[src/rtl/cache_line_xfer.sv]
// cache_line_xfer: moves one cache line between a cache and a beat-wide bus.
// A fill request reads LINELEN/BEATW beats into FetchBuffer. A writeback
// request writes the same number of beats taken from CacheWriteWord.
// Each burst ends with a one-cycle CacheBusAck pulse.
module cache_line_xfer #(
    parameter int PA_BITS = 34,
    parameter int LINELEN = 256,
    parameter int BEATW   = 64,
    parameter int LOGBWPL = 2
) (
    input  logic               clk,
    input  logic               reset,
    input  logic [1:0]         CacheBusRW,
    input  logic [PA_BITS-1:0] CacheBusAdr,
    input  logic [BEATW-1:0]   CacheWriteWord,
    output logic               CacheBusAck,
    output logic               SelBusBeat,
    output logic [LOGBWPL-1:0] BeatCount,
    output logic [LINELEN-1:0] FetchBuffer,
    output logic               BusCommitted,
    output logic               BusReq,
    output logic               BusWrite,
    output logic [PA_BITS-1:0] BusAdr,
    output logic [BEATW-1:0]   BusWData,
    input  logic               BusReady,
    input  logic [BEATW-1:0]   BusRData
);

    localparam int BEATS   = LINELEN / BEATW;
    localparam int OFFSET  = $clog2(LINELEN / 8);
    localparam int BEATOFF = $clog2(BEATW / 8);

    typedef enum logic [1:0] {
        IDLE  = 2'd0,
        WRITE = 2'd1,
        READ  = 2'd2,
        DONE  = 2'd3
    } state_t;

    state_t               r_state;
    state_t               w_nextState;
    logic [LOGBWPL-1:0]   r_beatCount;
    logic [LINELEN-1:0]   r_fetchBuffer;
    logic                 w_inBurst;
    logic                 w_beatAccepted;
    logic                 w_lastBeat;
    logic                 w_unusedAdrBits;

    assign w_inBurst       = (r_state == WRITE) || (r_state == READ);
    assign w_beatAccepted  = w_inBurst && BusReady;
    assign w_lastBeat      = (r_beatCount == LOGBWPL'(BEATS - 1));
    assign w_unusedAdrBits = ^CacheBusAdr[OFFSET-1:0];

    // State register. Reset wins over everything, so a partial burst is dropped.
    always_ff @(posedge clk) begin
        if (reset) begin
            r_state <= IDLE;
        end else begin
            r_state <= w_nextState;
        end
    end

    // Next-state logic. Writeback wins over fill. DONE always returns to IDLE.
    always_comb begin
        w_nextState = r_state;
        case (r_state)
            IDLE: begin
                if (CacheBusRW[0]) begin
                    w_nextState = WRITE;
                end else if (CacheBusRW[1]) begin
                    w_nextState = READ;
                end
            end
            WRITE, READ: begin
                if (w_beatAccepted && w_lastBeat) begin
                    w_nextState = DONE;
                end
            end
            DONE: begin
                w_nextState = IDLE;
            end
            default: begin
                w_nextState = IDLE;
            end
        endcase
    end

    // Beat counter. It is held at zero in IDLE so every burst starts at beat 0.
    // It advances only on accepted beats and wraps to 0 after the last beat.
    always_ff @(posedge clk) begin
        if (reset) begin
            r_beatCount <= '0;
        end else if (r_state == IDLE) begin
            r_beatCount <= '0;
        end else if (w_beatAccepted) begin
            r_beatCount <= r_beatCount + LOGBWPL'(1);
        end
    end

    // Fill line assembly. Only the slice for the accepted beat is written.
    always_ff @(posedge clk) begin
        if (reset) begin
            r_fetchBuffer <= '0;
        end else if ((r_state == READ) && BusReady) begin
            for (int b = 0; b < BEATS; b++) begin
                if (r_beatCount == LOGBWPL'(b)) begin
                    r_fetchBuffer[b*BEATW +: BEATW] <= BusRData;
                end
            end
        end
    end

    assign CacheBusAck  = (r_state == DONE);
    assign SelBusBeat   = (r_state == WRITE);
    assign BusCommitted = (r_state != IDLE);
    assign BusReq       = w_inBurst;
    assign BusWrite     = (r_state == WRITE);
    assign BusAdr       = {CacheBusAdr[PA_BITS-1:OFFSET], r_beatCount, {BEATOFF{1'b0}}};
    assign BusWData     = CacheWriteWord;
    assign BeatCount    = r_beatCount;
    assign FetchBuffer  = r_fetchBuffer;

endmodule

[config.mk]
export PLATFORM = sky130hd
export DESIGN_NAME = cache_line_xfer
export DESIGN_NICKNAME = d
export VERILOG_FILES = /design/src/rtl/cache_line_xfer.sv
export SDC_FILE = /design/constraint.sdc
export NUM_CORES = 1
export LEC_CHECK = 0
export ABC_AREA = 1
export CAP_MARGIN = 15
export CORE_AREA = 2 2 206 208
export DETAILED_ROUTE_END_ITERATION = 8
export DIE_AREA = 0 0 208 210
export GPL_TIMING_DRIVEN = 0
export REMOVE_ABC_BUFFERS = 1
export SYNTH_ARGS = -nofsm -noshare
export SYNTH_HDL_FRONTEND = slang
export SYNTH_SLANG_ARGS = --single-unit
export TNS_END_PERCENT = 5
[constraint.sdc]
create_clock -name clk -period 1.3 [get_ports clk]
set_input_delay 0.195 -clock clk [delete_from_list [all_inputs] [get_ports clk]]
set_output_delay 0.195 -clock clk [all_outputs]
set_load 0.03 [all_outputs]
Word-level counts from Yosys, hierarchy flattened
Cells that the tools add are included.
{"block": "totals", "output_inout_bits": 361, "in_bits": 167, "elab_cells": 33, "ff_bits": 260}
{"block": "op_classes", "muxes": 4, "n_eq_ne": 8, "add_sub_neg": 1, "reduce_logical": 14}
{"cell": "2-bit AND reduction", "n": 5}
{"cell": "2-bit == test (second input constant)", "n": 4}
{"cell": "2-bit two-way mux", "n": 3}
{"cell": "2-bit case mux with 3 select lines", "n": 1}
{"cell": "2-bit by 1-bit == test with 1-bit output (second input constant)", "n": 2}
{"cell": "2-bit zero test", "n": 2}
{"cell": "2-bit OR reduction", "n": 2}
{"cell": "1-bit logical AND", "n": 3}
{"cell": "3-bit inequality test (second input constant)", "n": 1}
{"cell": "2-bit by 1-bit adder with 2-bit output (second input constant)", "n": 1}
{"cell": "2-bit inequality test (second input constant)", "n": 1}
{"cell": "2-bit nonzero test", "n": 1}
{"cell": "1-bit logical OR", "n": 1}

Longest topological paths before layout
{"block": "depth", "ltp_word": 6, "ltp_mapped": 7, "depth_no_buf": 7}

Worst setup path before layout
OpenSTA, ideal clock, no wires.
{"block": "synth_timing", "kind": "reg-to-reg", "from": "register r_beatCount[0] (netlist: BeatCount[0])", "to": "register r_fetchBuffer[37] (netlist: FetchBuffer[37])", "period_less_slack_ns": 1.487, "arrival_time_ns": 1.417, "setup_slack_ns": -0.187, "path_stages_with_launch": 8, "path_buffers": 2, "setup_time_ns": 0.070, "required_time_ns": 1.230, "cell_sequence": "dfxtp_1 -> inv_1 -> ha_1 -> nand3_2 -> buf_6 -> buf_4 -> o21ai_0 -> a21oi_1"}
{"block": "synth_between", "elab_chain_cells": 2}
{"element": "from (decl)", "line_no": "42", "rtl": "logic [LOGBWPL-1:0] r_beatCount;"}
{"element": "from (signal assigned)", "line_no": "96", "rtl": "r_beatCount <= r_beatCount + LOGBWPL'(1);"}
{"element": "2-bit zero test", "line_no": "106", "rtl": "if (r_beatCount == LOGBWPL'(b)) begin"}
{"element": "2-bit AND reduction (no line)"}
{"element": "to (signal, indexed assignment)", "line_no": "107", "rtl": "r_fetchBuffer[b*BEATW +: BEATW] <= BusRData;"}
{"element": "to (decl)", "line_no": "43", "rtl": "logic [LINELEN-1:0] r_fetchBuffer;"}
No other way between the ends.
A chain may end at the register's enable or synchronous reset.

Worst setup path in the final report
{"block": "layout_timing", "from": "register r_state[1]", "to": "register r_fetchBuffer[149] (netlist: FetchBuffer[149])"}
{"block": "layout_between", "elab_chain_cells": 3}
{"element": "from (decl)", "line_no": "40", "rtl": "state_t r_state;"}
{"element": "from (signal assigned)", "line_no": "59", "rtl": "r_state <= w_nextState;"}
{"element": "2-bit == test", "line_no": "104", "rtl": "end else if ((r_state == READ) && BusReady) begin"}
{"element": "1-bit logical AND", "line_no": "104"}
{"element": "2-bit AND reduction (no line)"}
No other way between the ends.

==> summary.md <==
| Metric | Value |
|---|---|
| Status | `finished, violations left` |
| Violated checks | `negative setup slack` |
| Post-route cell area | `15,900 um^2` |
| Sequential fraction of the synthesis area | `0.503` |
| Arr. time, crit path | `2.10 ns` |
| Synth Area in Compound Gates | `0.251` |
| Synth Area in Simple Gates | `0.00895` |
| CTS Hold Buffers Added | `0` |
| Post-Place Cells | `1,949` |
| Leading area contributor after synthesis | `dfxtp_1` |
| Longest Clk Path Bufs | `3` |
| CTS Root Buffer Type | `clkbuf_16` |
| Synth area leaders | `dfxtp_1 50%, a21oi_1 13%, inv_1 9.5%` |
| Area growth syn-to-layout | `53.4%` |
| Clock transition at path regs | `about 0.06 ns` |
| Row cnt | `between 70 and 80` |
| Antenna Nets Post-Route | `0` |
| Vias per cell | `approximately 4.7` |
| Clk sink count | `260` |
| Hold crit path type | `in2reg` |
| Starting Density | `0.249` |
| Cells after Synth | `1,252` |
| Post-Synth XOR/XNOR Area | `0` |
| Detailed Routing Iterations Pass 1 | `5` |
| Fmax achieved | `0.607 GHz` |
| CORE AREA | `between 40,000 and 50,000 um^2` |
| CTS buffer count | `30` |
| Yosys Warn Count | `0` |
| Worst Tran Pin Value | `0.959 ns` |
| Mean post-synth cell area | `between 8 and 9 um^2` |
| Slew headroom | `0.361` |
| Clock Latency Late Sink | `0.58 ns` |
| Pwr/cell area | `~1400 nW/um^2` |
| Vias | `9,712` |
| First-pass GRT wire length | `66.5 mm` |
| Yosys reg bits | `260` |
| CTS tree | `done` |
| Kind of start point of the critical path | `flop` |
| Multi-input gate area | `roughly 3500 um^2` |
| Critical-path cell list | `buf_6, ha_4, buf_6, nand3_4, buf_12, buf_6, o21ai_2, a21oi_2` |
| Crit path time final | `1.65 ns` |
| Final cell count without fillers | `2,062` |
| Critical path capture point type | `flop` |
| RSZ-0062 raised after global routing | `yes` |
| Die area | `between 40,000 and 50,000 um^2` |
| Final WL | `between 50 and 60 mm` |
| Crit-path slowest cell | `dfxtp_2` |
| Layout fillers | `4,208` |
| Initial antenna violation count | `0` |
| Vias in the first global route | `approximately 8,900` |
| Htree depth | `1` |
| Yosys cell types | `18` |
| WHS | `0.320 ns` |
| Critical path type | `reg2reg` |
| Total GRT Usage | `0.208` |
| Final slew viol count | `0` |
| Worst-case vdd ir drop | `between 1 and 1.5 mV` |
| Synth Area in Adders | `0.00968` |
| Largest family of logic cells by synthesized area | `compound AO/OA/AOI/OAI gates` |
| # IOs | `about 530` |
| Mapped Area | `10,300 um^2` |
| Largest net degree at the start of global routing | `199` |
| Leakage power | `about 6.3 nW` |
| Routed length per placed instance | `between 20 and 30 um` |
| Crit path max fanout | `5` |
| DP Area | `13,200 um^2` |
| Flop2flop setup slack | `-0.35 ns` |
| Initial DRC count | `547` |
| Critical Path RT | `about 1.8 ns` |
| Final Hold Viols | `0` |
| Power, Total | `22.7 mW` |
| Post-route setup slack | `-0.348 ns` |
| Post-synthesis mux area share | `0` |
| Final cycle utilization of the critical path | `1.27` |
| Buffers added on ports | `333` |
| Hpwl dp | `27.7 mm` |
| Share of cells above drive strength 1 | `0.303` |
| Final setup fails | `365` |
| Max cap viols | `0` |
| Die width | `208 um` |
| Most used cell, CP | `buf_6` |
| Nets | `1,681` |
| Critical Path Max Stage Delay | `0.36 ns` |
| FF+latch area | `5290 um^2` |
| GP Congestion | `0.737` |
| Clk_skew | `~0.021 ns` |
| Gr ovfl total | `0` |
| Yosys top cell area share | `0.503` |
| Drc violations | `0` |
| Die height | `210 um` |
[per-layer routing]
metal  part of all wire  track usage  routed length [um]
met5              0.011       0.0723                 571
met4              0.019       0.0457                1010
met3               0.15        0.152                7840
met2               0.40        0.287               21000
met1               0.42        0.251               21800
[worst paths after layout]
kind	startpoint	to	cells past startpoint
setup / recovery	r_state[1]$_SDFFE_PP0P_	FetchBuffer[149]$_SDFFE_PP0P_	8
hold / removal	BusRData[19]	FetchBuffer[211]$_SDFFE_PP0P_	3
setup reg to reg	r_state[1]$_SDFFE_PP0P_	FetchBuffer[149]$_SDFFE_PP0P_	8
hold reg to reg	FetchBuffer[184]$_SDFFE_PP0P_	FetchBuffer[184]$_SDFFE_PP0P_	2
[critical path: cells and delay by family (launching register included)]
| kind | cells | cell delay, ns |
|---|---|---|
| AOI/OAI and AO/OA | 2 | 0.22 |
| adders and majority gates | 1 | 0.18 |
| and+or+nand+nor | 1 | 0.14 |
| buffers and inverters | 4 | 0.62 |
| DFF | 1 | 0.36 |
[logic make-up after synthesis]
family	after synthesis
other cells	1
compound gates	518
simple gates	19
flops	260
fa+ha+maj	8
buf+inv	446
[power by group]
part | switching (mW) | total (mW) | internal [mW]
Combinational | 3.29 | 5.52 | 2.22
Sequential | 0.333 | 8.84 | 8.50
Clock | 3.41 | 8.34 | 4.92
Total | 7.04 | 22.7 | 15.7
[sequential cells by signal (all words and copies together) (netlist names)]
name	count
r_state	2
FetchBuffer	256
BeatCount	2
[final cells by class]
cell class / instances / area share
multi-input combinational: 557 / 0.221
antenna: 1 / 0.000158
clock buffer: 43 / 0.0542
clock inverter: 5 / 0.00568
timing repair buffer: 394 / 0.280
inverter: 263 / 0.0632
tap: 539 / 0.0425
sequential: 260 / 0.333
[metrics by stage]
stage	setup TNS [ns]	util	worst slack, ns
2_1_floorplan	-465.64	-	-2.81
5_1_grt	-97.09	0.383	-0.365
6_report	-80.42	0.383	-0.348
3_5_place_dp	-255.42	0.318	-1.34
4_1_cts	-106.19	0.355	-0.314
3_3_place_gp	-834.04	0.313	-5.35
[Yosys cell counts]
library cell / count
o21ai_1: 147
inv_1: 262
dfxtp_1: 260
nand3_1: 2
buf_6: 25
nand3_2: 3
o21ai_0: 111
ha_1: 8
nand2_1: 12
clkbuf_2: 1
buf_1: 1
conb_1: 1
buf_4: 128
clkbuf_1: 24
a21oi_1: 260
buf_2: 4
nor2_1: 2
inv_2: 1
[timing repair]
action / CTS / global route
setup endpoints to repair: 521 / 509
gates resized for setup: 684 / 825
cloned: 17 / 12
pin swaps: 25 / 12
setup buffers: 23 / 13
[layout by cell type, fill, tap and decap left out, drive strengths merged, types with 3 or more instances in the layout]
cell type	count
clkdlybuf4s15	4
clkbuf	53
o21ai	258
a21oi	260
ha	8
clkdlybuf4s50	67
dlygate4sd2	98
conb	3
buf	215
inv	264
dfxtp	260
nand3	14
nand2	12
Power figures use the tool's default switching activity.
